### src/rtl/epochtv1_pkg.sv
// Shared definitions for the Epoch TV-1 video pipeline: raster geometry,
// background fetch FSM states and the render pixel format.
package epochtv1_pkg;

    // Raster geometry shared by the sync generator, sprite and tile pipelines.
    localparam int FIRST_COL_RENDER = 28;
    localparam int FIRST_ROW_RENDER = 21;
    localparam int TILE_COLS        = 24;
    localparam int TILE_ROWS        = 14;
    localparam int TILE_W           = 8;
    localparam int TILE_H           = 16;
    localparam int RENDER_COLS      = TILE_COLS * TILE_W;
    localparam int RENDER_ROWS      = TILE_ROWS * TILE_H;

    // 9-bit forms matching the ROW/COL counter width.
    localparam logic [8:0] COL_RENDER_FIRST = 9'(FIRST_COL_RENDER);
    localparam logic [8:0] COL_RENDER_END   = 9'(FIRST_COL_RENDER + RENDER_COLS);
    localparam logic [8:0] ROW_RENDER_FIRST = 9'(FIRST_ROW_RENDER);
    localparam logic [8:0] ROW_RENDER_END   = 9'(FIRST_ROW_RENDER + RENDER_ROWS);

    // Fetching runs one tile ahead of the beam, so its column origin sits
    // one tile width to the left of the first visible column.
    localparam logic [8:0] COL_FETCH_FIRST  = 9'(FIRST_COL_RENDER - TILE_W);
    localparam logic [5:0] SLOT_LAST        = 6'(TILE_COLS - 1);

    // Background fetch FSM.
    typedef enum logic [2:0] {
        S_IDLE  = 3'd0,
        S_MAP   = 3'd1,
        S_CHR   = 3'd2,
        S_LATCH = 3'd3,
        S_DONE  = 3'd4
    } bg_state_e;

    // Pixel presented to the render/priority mux.
    typedef struct packed {
        logic       opaque;
        logic [3:0] colour;
    } bg_px_t;

    localparam bg_px_t PX_TRANSPARENT = '0;

    // Build a pixel; transparent pixels always carry colour 0 so the
    // priority mux can compare whole words.
    function automatic bg_px_t make_px(input logic opaque, input logic [3:0] colour);
        bg_px_t px;
        px = PX_TRANSPARENT;
        if (opaque) begin
            px.opaque = 1'b1;
            px.colour = colour;
        end
        return px;
    endfunction

    // Half-open range test on a 9-bit raster coordinate.
    function automatic logic in_span(input logic [8:0] v, input logic [8:0] lo,
                                     input logic [8:0] hi_excl);
        return (v >= lo) && (v < hi_excl);
    endfunction

endpackage

### src/rtl/epochtv1_bg_shifter.sv
// 8-bit pattern shift register plus registered pixel output. Bit 7 is the
// leftmost pixel of a tile row. Shared with the high-resolution plane.
module epochtv1_bg_shifter
    import epochtv1_pkg::*;
(
    input  logic       i_clk,
    input  logic       i_rst_n,
    input  logic       i_ce,
    input  logic       i_load,
    input  logic [7:0] i_load_data,
    input  logic       i_render_px,
    input  logic       i_bg_en,
    input  logic [3:0] i_clr_fg,
    output bg_px_t     o_px
);

    logic [7:0] r_sr;
    bg_px_t     r_px;
    logic       w_opaque;

    // The pixel for the current column is taken from bit 7 before this CE's
    // shift/load, giving a one-CE output latency.
    assign w_opaque = i_render_px & i_bg_en & r_sr[7];

    // Load a fresh tile pattern at the tile boundary, otherwise shift left.
    always_ff @(posedge i_clk or negedge i_rst_n) begin
        if (!i_rst_n) begin
            r_sr <= 8'h00;
        end else if (i_ce) begin
            if (i_load) begin
                r_sr <= i_load_data;
            end else begin
                r_sr <= {r_sr[6:0], 1'b0};
            end
        end
    end

    // Registered pixel output, aligned with the sprite line-buffer pixel.
    always_ff @(posedge i_clk or negedge i_rst_n) begin
        if (!i_rst_n) begin
            r_px <= PX_TRANSPARENT;
        end else if (i_ce) begin
            r_px <= make_px(w_opaque, i_clr_fg);
        end
    end

    assign o_px = r_px;

endmodule

### src/rtl/epochtv1_bg_fetch.sv
// Background tile-plane pipeline: walks the background map and character
// ROM one tile ahead of the beam and emits one background pixel per CE.
//
// BGM access: an address presented in S_MAP is served on a CE where STALL
// is low; its data is valid at the following CE. While STALL is high the
// CPU owns the map memory and the FSM simply retries. CHR is never
// arbitrated; its data is valid at the CE after CHR_A is registered.
module epochtv1_bg_fetch
    import epochtv1_pkg::*;
(
    input  logic       CLK,
    input  logic       RESB,
    input  logic       CE,
    input  logic [8:0] ROW,
    input  logic [8:0] COL,
    input  logic       BG_EN,
    input  logic [3:0] CLR_FG,
    input  logic       STALL,
    output logic [8:0] BGM_A,
    input  logic [7:0] BGM_D,
    output logic [9:0] CHR_A,
    input  logic [7:0] CHR_D,
    output logic [4:0] BG_PX,
    output logic       MISS,
    output logic [2:0] o_dbg_state
);

    // Raster decode.
    logic [8:0] w_ry;
    logic [8:0] w_cx;
    logic [5:0] w_slot;
    logic [2:0] w_phase;
    logic [3:0] w_tile_row;
    logic [2:0] w_line;
    logic [4:0] w_k;
    logic [4:0] w_k_next;
    logic       w_row_vis;
    logic       w_in_win;
    logic       w_next_in_win;
    logic       w_render_px;
    logic       w_phase0;
    logic       w_phase7;
    logic       w_unused;

    // Fetch state.
    bg_state_e  r_state;
    logic [8:0] r_bgm_a;
    logic [9:0] r_chr_a;
    logic [7:0] r_next_pat;
    logic       r_miss;
    bg_px_t     w_px;

    assign w_ry       = ROW - ROW_RENDER_FIRST;
    assign w_cx       = COL - COL_FETCH_FIRST;
    assign w_slot     = w_cx[8:3];
    assign w_phase    = w_cx[2:0];
    assign w_tile_row = w_ry[7:4];
    // Each pattern row is shown on two consecutive lines.
    assign w_line     = w_ry[3:1];
    assign w_k        = w_slot[4:0];
    assign w_k_next   = w_k + 5'd1;

    assign w_row_vis     = in_span(ROW, ROW_RENDER_FIRST, ROW_RENDER_END);
    // Columns left of the fetch origin wrap to large cx and fall outside.
    assign w_in_win      = w_row_vis && (w_slot <= SLOT_LAST);
    assign w_next_in_win = w_row_vis && (w_slot < SLOT_LAST);
    assign w_render_px   = w_row_vis && in_span(COL, COL_RENDER_FIRST, COL_RENDER_END);
    assign w_phase0      = (w_phase == 3'd0);
    assign w_phase7      = (w_phase == 3'd7);

    // Map bit 7, the sign of ry and the line-doubling bit are not needed.
    assign w_unused = ^{BGM_D[7], w_ry[8], w_ry[0]};

    // Tile fetch FSM: map read, pattern read, latch, then wait for the tile
    // boundary. The phase-7 CE always closes the slot, abandoning a fetch
    // that has not latched its pattern yet.
    always_ff @(posedge CLK or negedge RESB) begin
        if (!RESB) begin
            r_state    <= S_IDLE;
            r_bgm_a    <= 9'h000;
            r_chr_a    <= 10'h000;
            r_next_pat <= 8'h00;
            r_miss     <= 1'b0;
        end else if (CE) begin
            r_miss <= 1'b0;
            if (w_phase7) begin
                // The shifter takes next_pat on this CE; start the next tile empty.
                r_next_pat <= 8'h00;
                if ((r_state != S_IDLE) && (r_state != S_DONE)) begin
                    r_miss <= 1'b1;
                end
                if (r_state != S_IDLE) begin
                    if (w_next_in_win) begin
                        r_state <= S_MAP;
                        r_bgm_a <= {w_tile_row, w_k_next};
                    end else begin
                        r_state <= S_IDLE;
                    end
                end
            end else begin
                case (r_state)
                    S_IDLE: begin
                        if (w_in_win && w_phase0) begin
                            r_state <= S_MAP;
                            r_bgm_a <= {w_tile_row, w_k};
                        end
                    end
                    S_MAP: begin
                        if (!STALL) begin
                            r_state <= S_CHR;
                        end
                    end
                    S_CHR: begin
                        r_chr_a <= {BGM_D[6:0], w_line};
                        r_state <= S_LATCH;
                    end
                    S_LATCH: begin
                        r_next_pat <= CHR_D;
                        r_state    <= S_DONE;
                    end
                    S_DONE: begin
                        r_state <= S_DONE;
                    end
                    default: begin
                        r_state <= S_IDLE;
                    end
                endcase
            end
        end
    end

    epochtv1_bg_shifter u_shifter (
        .i_clk       (CLK),
        .i_rst_n     (RESB),
        .i_ce        (CE),
        .i_load      (w_phase7),
        .i_load_data (r_next_pat),
        .i_render_px (w_render_px),
        .i_bg_en     (BG_EN),
        .i_clr_fg    (CLR_FG),
        .o_px        (w_px)
    );

    assign BGM_A       = r_bgm_a;
    assign CHR_A       = r_chr_a;
    assign MISS        = r_miss;
    assign BG_PX       = w_px;
    assign o_dbg_state = r_state;

endmodule

### config.mk
export PLATFORM = sky130hd
export DESIGN_NAME = epochtv1_bg_fetch
export DESIGN_NICKNAME = d
export VERILOG_FILES = /design/src/rtl/epochtv1_pkg.sv /design/src/rtl/epochtv1_bg_shifter.sv /design/src/rtl/epochtv1_bg_fetch.sv
export SDC_FILE = /design/constraint.sdc
export NUM_CORES = 1
export LEC_CHECK = 0
export BUFFER_PORTS_ARGS = -buffer_cell sky130_fd_sc_hd__buf_2
export CELL_PAD_IN_SITES_DETAIL_PLACEMENT = 1
export CELL_PAD_IN_SITES_GLOBAL_PLACEMENT = 1
export CORE_MARGIN = 4
export CORE_UTILIZATION = 37
export DETAILED_ROUTE_END_ITERATION = 10
export PLACE_DENSITY_LB_ADDON = 0.1
export SLEW_MARGIN = 5
export SYNTH_ARGS = -nofsm -noshare
export SYNTH_HDL_FRONTEND = slang
export SYNTH_SLANG_ARGS = --single-unit
export TNS_END_PERCENT = 5
### constraint.sdc
create_clock -name CLK -period 4.3 [get_ports CLK]
set_clock_uncertainty 0.2 [all_clocks]
set_input_delay 0.215 -clock CLK [delete_from_list [all_inputs] [get_ports CLK]]
set_output_delay 0.215 -clock CLK [all_outputs]
set_load 0.005 [all_outputs]
# [Yosys cells after proc, flatten, opt, wreduce, memory -nomap -nowiden]
# Cells that the tools add are included.
[op_classes] add_sub_neg=3 order_cmp=6 n_eq_ne=10 muxes=17 n_bitwise=3 reduce_logical=18
[ops] cell="$mux W9" count=5
[ops] cell="$mux W8" count=3
[ops] cell="$ge A9 B5 Y1 const B" count=2
[ops] cell="$lt A9 B8 Y1 const B" count=2
[ops] cell="$mux W3" count=4
[ops] cell="$pmux W3 S4" count=1
[ops] cell="$sub A9 B5 Y9 const B" count=1
[ops] cell="$sub A8 B5 Y8 const B" count=1
[ops] cell="$logic_and A1 B1 Y1" count=7
[ops] cell="$eq A3 B2 Y1 const B" count=2
[ops] cell="$eq A3 B3 Y1 const B" count=2
[ops] cell="$le A6 B5 Y1 const B" count=1
[ops] cell="$logic_not A3 Y1" count=2
[ops] cell="$lt A6 B5 Y1 const B" count=1
[ops] cell="$ne A3 B2 Y1 const B" count=2
[ops] cell="$reduce_bool A2 Y1" count=3
[ops] cell="$add A5 B1 Y5 const B" count=1
[ops] cell="$mux W5" count=1
[ops] cell="$reduce_and A5 Y1" count=1
[ops] cell="$ne A2 B2 Y1 const B" count=2
[ops] cell="$reduce_and A4 Y1" count=1
[ops] cell="$eq A3 B1 Y1 const B" count=1
[ops] cell="$mux W1" count=3
[ops] cell="$ne A3 B3 Y1 const B" count=1
[ops] cell="other kinds (6)" count=7
[totals] ff_bits=44 in_bits=43 out_inout_bits=28 elab_cells=65

# [Longest topological paths before layout]
# Gate-level depths: netlist of the first run.
[depth] depth_word=7 mapped_depth=10 ltp_nobuf=10

# [Cells and area by module]
# From an unflattened synthesis of the first run, not the netlist that was laid out.
[hier_totals] cells_unflattened=235 area_unflattened_um2=2396.0
[modules_own_cells] module="epochtv1_bg_fetch" instances=1 cells_per_inst=179 area_each_um2=1806.7 seq_area_each_um2=775.7
[modules_own_cells] module="epochtv1_bg_shifter" instances=1 cells_per_inst=56 area_each_um2=589.3 seq_area_each_um2=325.3

# [Worst setup path before layout of the first run]
# Ideal clock, no wire load.
[synth_path] path_kind="input to register" start="in COL[2]" end="reg r_bgm_a[0], in the netlist BGM_A[0]" setup_time_ps=125 arrival_time_ps=2075 required_time_ps=3975 setup_slack_ps=1901 path_stages=10 path_buffers=0 cell_sequence="inv_1 -> ha_1 -> xor2_1 -> inv_1 -> ha_1 -> nand2b_1 -> mux2_2 -> o211ai_2 -> a211oi_4 -> mux2_2"
[synth_between] elab_chain_len=6 word_cells_on_any_way=19 cone_classes="2 x add/sub; 2 x order compare; 3 x eq/ne; 5 x mux; 7 x reduce/logical"
[synth_rtl] element="from (decl)" line_no="epochtv1_bg_fetch.sv:15" rtl="input logic [8:0] COL,"
[synth_rtl] element="$sub A9 B5 Y9 (*)" line_no="epochtv1_bg_fetch.sv:54" rtl="assign w_cx = COL - COL_FETCH_FIRST;"
[synth_rtl] element="$le A6 B5 Y1" line_no="epochtv1_bg_fetch.sv:65" rtl="assign w_in_win = w_row_vis && (w_slot <= SLOT_LAST);"
[synth_rtl] element="$logic_and A1 B1 Y1" line_no="epochtv1_bg_fetch.sv:65"
[synth_rtl] element="$logic_and A1 B1 Y1" line_no="epochtv1_bg_fetch.sv:103" rtl="if (w_in_win && w_phase0) begin"
[synth_rtl] element="$reduce_bool A2 Y1 (no line)"
[synth_rtl] element="$reduce_and A5 Y1 (no line)"
[synth_rtl] element="to (signal assigned)" line_no="epochtv1_bg_fetch.sv:95" rtl="r_bgm_a <= {w_tile_row, w_k_next};"
[synth_rtl] element="to (signal assigned)" line_no="epochtv1_bg_fetch.sv:105" rtl="r_bgm_a <= {w_tile_row, w_k};"
[synth_rtl] element="to (decl)" line_no="epochtv1_bg_fetch.sv:47" rtl="logic [8:0] r_bgm_a;"
# Every way passes the cells marked *; elsewhere a longest branch is shown, timed or not. The select of a mux whose other input is x is not followed.
# A chain may end at the register's enable or synchronous reset.

# [Final worst setup path of the first run]
[layout_path] start="in COL[2]" end="reg r_bgm_a[2], in the netlist BGM_A[2]"
# Same word-level chain as after synthesis.

==> key figures, run 1 <==
Power
  – Static leakage: around 0.0015 uW
  – P per Cell Area: approximately 410 nW/um^2
  – Peak supply drop: ~0.00026 V

Clock network
  – Cts repair resizes: 0
  – Worst-Skew Late Latency: approximately 0.3 ns
  – CTS sink count: between 40 and 50
  – Clock Tree Buf Depth: 2
  – Postcts setup bufs: 0
  – Hold buffer count at CTS: 20
  – TritonCTS Buffers: 5
  – Clock root buffer: clkbuf_8
  – TritonCTS clock tree: done
  – Clk slew on worst S/H paths: 0.09 ns
  – H-tree depth: 2

Logic synthesis
  – Asr flop ratio synth: between 90% and 100%
  – Share of the synthesized area in the top cell type: between 40% and 50%
  – Post-synth top cells: 44 x dfrtp_1, 44 x nand2_1, 19 x mux2_2
  – Sequential share of the synthesized area: 46.7%
  – Post-Syn Area per Cell: approximately 10 sq um
  – Synth Flop Type: dfrtp_1
  – Synthesized Nets: ~280
  – Leading area contributor after synthesis: dfrtp_1
  – Synth Warn #: 0
  – Register bit total from synthesis: 44
  – Yosys cell types: 52
  – Top post-synthesis cells by area: dfrtp_1 47%, mux2_2 9.1%, nand2_1 7.0%
  – Synth Cell Area: about 2400 sq um
  – Post-Synthesis Cells: approximately 230
  – Post-synth EDFFs: 0

Cells and area
  – Layout cells sized above 1: about a third
  – Final net count: between 300 and 400
  – ANT cells: 0
  – Layout area overhead: 30.1%

STA
  – Final Setup Violations: 0
  – Final period utilization: just over 60%
  – Headroom to the max-slew limit: about a third
  – Setup TNS: 0 ns
  – Final Max Tran Viols: 0
  – Post-route minimum period: around 2.6 ns
  – FMAX: between 300 and 400 MHz
  – Final Hold Viols: 0
  – Final hold slack: 0.101 ns
  – Worst-Margin Slew: 1.00 ns
  – RSZ-0062 raised after global routing: no

Worst setup path
  – Top delay family on crit path: compound AO/OA/AOI/OAI gates
  – Max stage delay on crit path: 0.57 ns
  – Slowest cell on crit path: a211oi_4
  – Crit end category: flip-flop
  – Setup CP Type: in -> reg
  – CP bufs+invs: 3
  – Crit-path max FO: 9
  – Crit path DAT: about 2.6 ns
  – Req. time, crit path: 4.29 ns
  – Crit start category: primary input
  – Critical path cell sequence: buf_2 > inv_1 > ha_1 > xor2_1 > inv_1 > ha_1 > nand2b_1 > mux2_2 > o211ai_2 > a211oi_4 > mux2_2

Routing
  – Routed via count: 2067
  – Routed WL: about 6 mm
  – Initial DRC count: 50
  – DR vias/cell: a little over 5
  – Post-DR wirelength/cell: around 16 microns
  – Drt first pass iters: 4
  – Final ANT Viol Nets: 0
  – Drc violations: 0

Placed design
  – Final GP Congestion: roughly 0.73
  – Port Buffers: between 60 and 70
  – DP HPWL: about 4.3 mm

Floorplan
  – # rows: 28
  – I/O pin cnt: 71
  – Core area: just over 6000 sq um
  – Die Area: between 7000 and 8000 sq um
  – Initial Util: 38.9%
  – Chip width: between 80 and 90 microns
  – Chip Height: about 88 microns

Global route
  – Initial antenna violation count: 0
  – First-pass GRT wire length: a little over 10 mm
  – Grt ovf: 0
  – Number of global-route vias before repair: 2210
  – Largest net degree at the start of global routing: 45
  – GRT Util Overall: about 17%

Hold path
  – Hold WC Path Type: in -> reg

Flow run
  – Max-cap violations: 0

Outcome
  – Status: completed
-- per-layer routing --
metal	up-vias	routed length, microns	global-route usage (%)
met5	-	0	0
met4	0	59	5.44
met3	5	275	3.01
met2	38	3140	30.3
met1	1021	2710	20.8
li1	1003	-	-
-- sequential cells by signal, summed over array words and instances, names as in the netlist --
| register | flops |
|---|---|
| CHR_A | 10 |
| BGM_A | 9 |
| r_next_pat | 8 |
| u_shifter.r_sr | 8 |
| u_shifter.o_px | 5 |
| o_dbg_state | 3 |
| MISS | 1 |
-- final timing paths --
path | slack [ns] | end | cells past startpoint | from
worst max-delay path | 1.68 | BGM_A[2]$_DFFE_PN0P_ | 11 | COL[2]
worst min-delay path | 0.10 | BGM_A[8]$_DFFE_PN0P_ | 3 | ROW[7]
worst max register to register | 1.84 | BGM_A[2]$_DFFE_PN0P_ | 5 | o_dbg_state[0]$_DFFE_PN0P_
worst min register to register | 0.29 | r_next_pat[1]$_DFFE_PN0P_ | 2 | r_next_pat[1]$_DFFE_PN0P_
max in group asynchronous | 2.87 | r_next_pat[4]$_DFFE_PN0P_ | 2 | RESB
min in group asynchronous | 0.42 | r_next_pat[2]$_DFFE_PN0P_ | 2 | RESB
-- metrics by stage --
stage / area, sq um / utilization [%] / power, uW / std cells / setup slack [ns]
finish: 3070 / 50.6 / 1270 / 398 / 1.68
CTS: 3070 / 50.6 / 1300 / 398 / 1.67
detailed placement: 2760 / 45.5 / 955 / 370 / 1.37
global route: 3070 / 50.6 / 1360 / 398 / 1.42
global placement: 2760 / 45.5 / 937 / 370 / 1.43
floorplan: 2360 / - / 789 / 234 / 1.90
-- power by group --
part           total [uW]  internal, uW  switching [uW]
clock                 320           172             148
combinational         355           194             162
sequential            596           532            63.5
total                1270           898             373
-- worst register-to-register path, delay by kind of cell (launching register included) --
family	cells	cell delay, ns
compound gates	1	0.50
simple gates	2	0.50
mux	2	0.63
flops	1	0.51
-- placed cells by master (no fill, tap or decap), types with 3 or more instances in the layout --
master / instances
buf_2: 69
dfrtp_1: 44
nand2_1: 44
dlygate4sd3_1: 20
mux2_2: 19
o21ai_0: 15
nor2_1: 13
a31oi_1: 8
inv_1: 7
xnor2_1: 7
nor3_1: 6
xor2_1: 5
ha_1: 5
clkbuf_8: 5
a22o_1: 4
o21a_1: 3
o41ai_1: 3
-- kinds of logic (layout without fill, tap and decap cells) --
group | count (synthesis) | in the layout | synth area share, %
simple gates | 81 | 81 | 16.1
xor+xnor | 12 | 12 | 4.46
buf+inv | 18 | 107 | 3.66
fa+ha+maj | 5 | 5 | 2.65
mux | 20 | 20 | 9.50
flops | 44 | 44 | 46.7
compound gates | 54 | 54 | 16.9
-- cell type report --
type                    count  area [sq um]
fillers                   733          2990
multi-input cells         172          1170
flip-flops and latches     44          1100
repair buffers             91           561
well taps                  75          93.8
clock buffers               5          68.8
clock inverters             3          42.5
inverters                   8          30.0
Note: power is estimated with default switching activity, not from simulation.
==> run 2: changes to the inputs <==
--- a/config.mk
+++ b/config.mk
@@ -5,11 +5,12 @@
 export SDC_FILE = /design/constraint.sdc
 export NUM_CORES = 1
 export LEC_CHECK = 0
+export ABC_AREA = 1
 export BUFFER_PORTS_ARGS = -buffer_cell sky130_fd_sc_hd__buf_2
 export CELL_PAD_IN_SITES_DETAIL_PLACEMENT = 1
 export CELL_PAD_IN_SITES_GLOBAL_PLACEMENT = 1
 export CORE_MARGIN = 4
-export CORE_UTILIZATION = 37
+export CORE_UTILIZATION = 33
 export DETAILED_ROUTE_END_ITERATION = 10
 export PLACE_DENSITY_LB_ADDON = 0.1
 export SLEW_MARGIN = 5
==> constraint.sdc (replaced) <==
create_clock -name CLK -period 2.4 [get_ports CLK]
set_clock_uncertainty 0.2 [all_clocks]
set_input_delay 0.12 -clock CLK [delete_from_list [all_inputs] [get_ports CLK]]
set_output_delay 0.12 -clock CLK [all_outputs]
set_load 0.005 [all_outputs]
==> run 2 against run 1 <==
Core utilization fell by 5.0 points. Hold slack got worse by 0.089 ns. Count of clock-buffer cells in the layout is 1 higher. Design area up 8.4%. Non-clock buffer count up 7. First-iteration DRC count grew 92%. Synthesized cell count rose by 38%. Sequential share of layout area fell by 2.8 points. Total power rose by 100%. Critical endpoint is now r_next_pat[7]$_DFFE_PN0P_. Largest cell class unchanged.
==> key figures, run 2 <==
Logic synthesis
  – Post-synth top cells: 76 x nand2_1, 44 x dfrtp_1, 37 x inv_1
  – Synth Cell Area: 2490 sq um
  – Synth Flop Type: dfrtp_1
  – Yosys cell types: 30
  – Leading area contributor after synthesis: dfrtp_1
  – Register bit total from synthesis: 44
  – Asr flop ratio synth: 100%
  – Synthesized Nets: between 300 and 400
  – Post-Syn Area per Cell: between 7 and 8 sq um
  – Top post-synthesis cells by area: dfrtp_1 44%, nand2_1 11%, o21ai_0 6.0%
  – Post-synth EDFFs: 0
  – Sequential share of the synthesized area: 44.3%
  – Share of the synthesized area in the top cell type: 44.3%
  – Most frequent cell after synthesis: nand2_1
  – Post-Synthesis Cells: around 320
  – Synth Warn #: 0

Routing
  – Met1 Wirelength: just over 3 mm
  – Final ANT Viol Nets: 0
  – Routed WL: ~6.7 mm
  – Routed via count: 2392
  – Routed wl met3: ~300 microns
  – Top Layer Used: met4
  – Drt first pass iters: 4
  – DR vias/cell: ~4.6
  – Initial DRC count: between 90 and 100
  – Post-DR wirelength/cell: ~13 microns
  – Drc violations: 0
  – Metal2 WL: approximately 3.3 mm

Floorplan
  – # rows: 31
  – Core area: ~7300 sq um
  – Chip Height: roughly 95 microns
  – Chip width: approximately 95 microns
  – I/O pin cnt: approximately 70
  – Initial Util: 34.1%
  – Die Area: 8990 sq um

Flow run
  – Max-cap violations: 0

Outcome
  – Status: completed

Cells and area
  – Number of flip-flops in the largest register: 10
  – Layout area overhead: 33.7%
  – Final net count: between 400 and 500
  – Filler Cell Count: about 950
  – ANT cells: 0
  – Commonest non-fill, non-tap cell in the layout: nand2_1
  – Most frequent cells in the layout: 76 x nand2_1, 69 x buf_2, 44 x dfrtp_1
  – Layout cells sized above 1: approximately a quarter

Hold path
  – Hold Path Sink: CHR_A[1]$_DFFE_PN0P_
  – Hold Path Origin: ROW[2]
  – Worst hold path depth: 3
  – Hold WC Path Type: in -> reg

Global route
  – Largest net degree at the start of global routing: 45
  – Number of global-route vias before repair: approximately 2500
  – First-pass GRT wire length: around 12 mm
  – GRT Util Overall: 16.5%
  – Grt ovf: 0
  – Initial antenna violation count: 0

Worst setup path
  – Max stage delay on crit path: 0.64 ns
  – Crit path DAT: about 2.2 ns
  – RR Endpoint: r_next_pat[7]$_DFFE_PN0P_
  – Req. time, crit path: 2.45 ns
  – Crit end category: flip-flop
  – Crit start category: primary input
  – Slowest cell on crit path: nor2_1
  – Top delay family on crit path: buffers and inverters
  – Setup CP Type: in -> reg
  – Flop-to-flop setup slack: approximately 0.56 ns
  – CP bufs+invs: 3
  – Register-to-Register Path Depth: 6
  – Worst reg2reg startpoint: o_dbg_state[0]$_DFFE_PN0P_
  – Crit-path max FO: 15
  – Critical path cell sequence: dlygate4sd3_1 > buf_2 > clkinv_1 > nor2_1 > nand3_1 > nand2_1

Power
  – P_int: 1720 uW
  – Static leakage: approximately 0.0018 uW
  – Clock share of power: 23.6%
  – Sequential share of power: between 40% and 50%
  – Sw Pwr: 875 uW
  – Gate power share: around 33%
  – P per Cell Area: about 800 nW/um^2
  – Peak supply drop: roughly 0.00032 V
  – Pwr Total: between 2000 and 3000 uW
  – Sw Ratio: between 30% and 40%

STA
  – Final period utilization: 88.6%
  – Setup TNS: 0 ns
  – Worst-Margin Slew: 0.640 ns
  – Headroom to the max-slew limit: ~57%
  – RSZ-0062 raised after global routing: no
  – Final Setup Violations: 0
  – Post-route minimum period: around 2.1 ns
  – Final Max Tran Viols: 0
  – Final Hold Viols: 0
  – FMAX: around 470 MHz

Clock network
  – TritonCTS Buffers: 5
  – Postcts setup bufs: 0
  – CTS sink count: 44
  – TritonCTS clock tree: done
  – Clk slew on worst S/H paths: roughly 0.090 ns
  – Clock root buffer: clkbuf_8
  – Worst-Skew Late Latency: 0.30 ns
  – Clock Tree Buf Depth: 2
  – H-tree depth: 2

Placed design
  – Port Buffers: approximately 70
  – Final GP Congestion: 0.778
  – DP HPWL: about 4.9 mm
-- run 2: cell count changes after synthesis, moves of 4 or more --
cell,before,now
nand2_1,44,76
a22o_1,4,0
a31oi_1,8,3
nand2_2,0,6
a21oi_1,2,11
inv_2,0,4
nor2_1,13,30
mux2_2,19,7
o21ai_0,15,30
inv_1,7,37
xnor2_1,7,3
nand3_1,2,29
-- run 2: cells by family (layout without fill, tap and decap cells) --
| logic type | count (synthesis) | count (layout) | share of synthesized area [%] |
|---|---|---|---|
| buf+inv | 50 | 149 | 7.70 |
| fa+ha+maj | 5 | 5 | 2.52 |
| simple gates | 158 | 158 | 28.9 |
| mux | 7 | 7 | 3.17 |
| compound gates | 49 | 49 | 10.3 |
| flops | 44 | 44 | 44.3 |
| xor+xnor | 9 | 9 | 3.17 |
-- run 2: power groups by stage --
stage | combinational [uW] | clock (uW) | sequential [uW]
3_5_place_dp | 849 | 0 | 1140
4_1_cts | 881 | 636 | 1130
3_3_place_gp | 823 | 0 | 1130
6_report | 862 | 612 | 1120
5_1_grt | 1010 | 673 | 1160
2_1_floorplan | 469 | 0 | 1140
-- run 2: how the worst max path moves through the flow --
stage,startpoint,end,slack [ns],cells after the start
after floorplan,o_dbg_state[2]$_DFFE_PN0P_,CHR_A[6]$_DFFE_PN0P_,0.67,5
after global placement,COL[2],BGM_A[4]$_DFFE_PN0P_,0.41,13
after detailed placement,COL[2],BGM_A[4]$_DFFE_PN0P_,0.38,13
after CTS,CE,r_next_pat[7]$_DFFE_PN0P_,0.24,6
after global routing,CE,r_next_pat[7]$_DFFE_PN0P_,0.06,6
final,CE,r_next_pat[7]$_DFFE_PN0P_,0.27,6
-- run 2: worst min-delay path: stages --
cell	delay, ns
buf_2	0.12
xor2_1	0.09
a21oi_1	0.14
-- run 2: per-stage QoR --
step	util (%)	hold slack, ns	instances	instance area, sq um	setup slack (ns)
5_1_grt	45.6	0.0423	520	3320	0.0586
3_5_place_dp	40.8	0.0401	489	2970	0.380
4_1_cts	45.6	0.00834	520	3320	0.244
3_3_place_gp	40.8	0.0388	489	2970	0.412
2_1_floorplan	-	-0.376	322	2490	0.672
6_report	45.6	0.0118	520	3320	0.274
-- run 2: timing repair --
action / CTS / global route
hold buffers: 23 / 0
endpoints found under the hold margin: 73 / 0
endpoints found under the setup margin: 0 / 0
gates resized for setup: 0 / 0
-- run 2: area by class of cell --
cell class	instances	area [sq um]	area share [%]
timing repair buffer	98	621	18.7
clock buffer	6	82.6	2.48
multi-input combinational	228	1190	35.9
tap	99	124	3.73
clock inverter	2	38.8	1.17
inverter	43	163	4.89
sequential	44	1100	33.1
-- run 2: routing by layer --
layer | global-route usage, % | vias to the layer above
met2 | 28.0 | 43
met3 | 3.67 | 8
met1 | 21.0 | 1110
li1 | - | 1231
met4 | 4.69 | 0
met5 | 0 | -
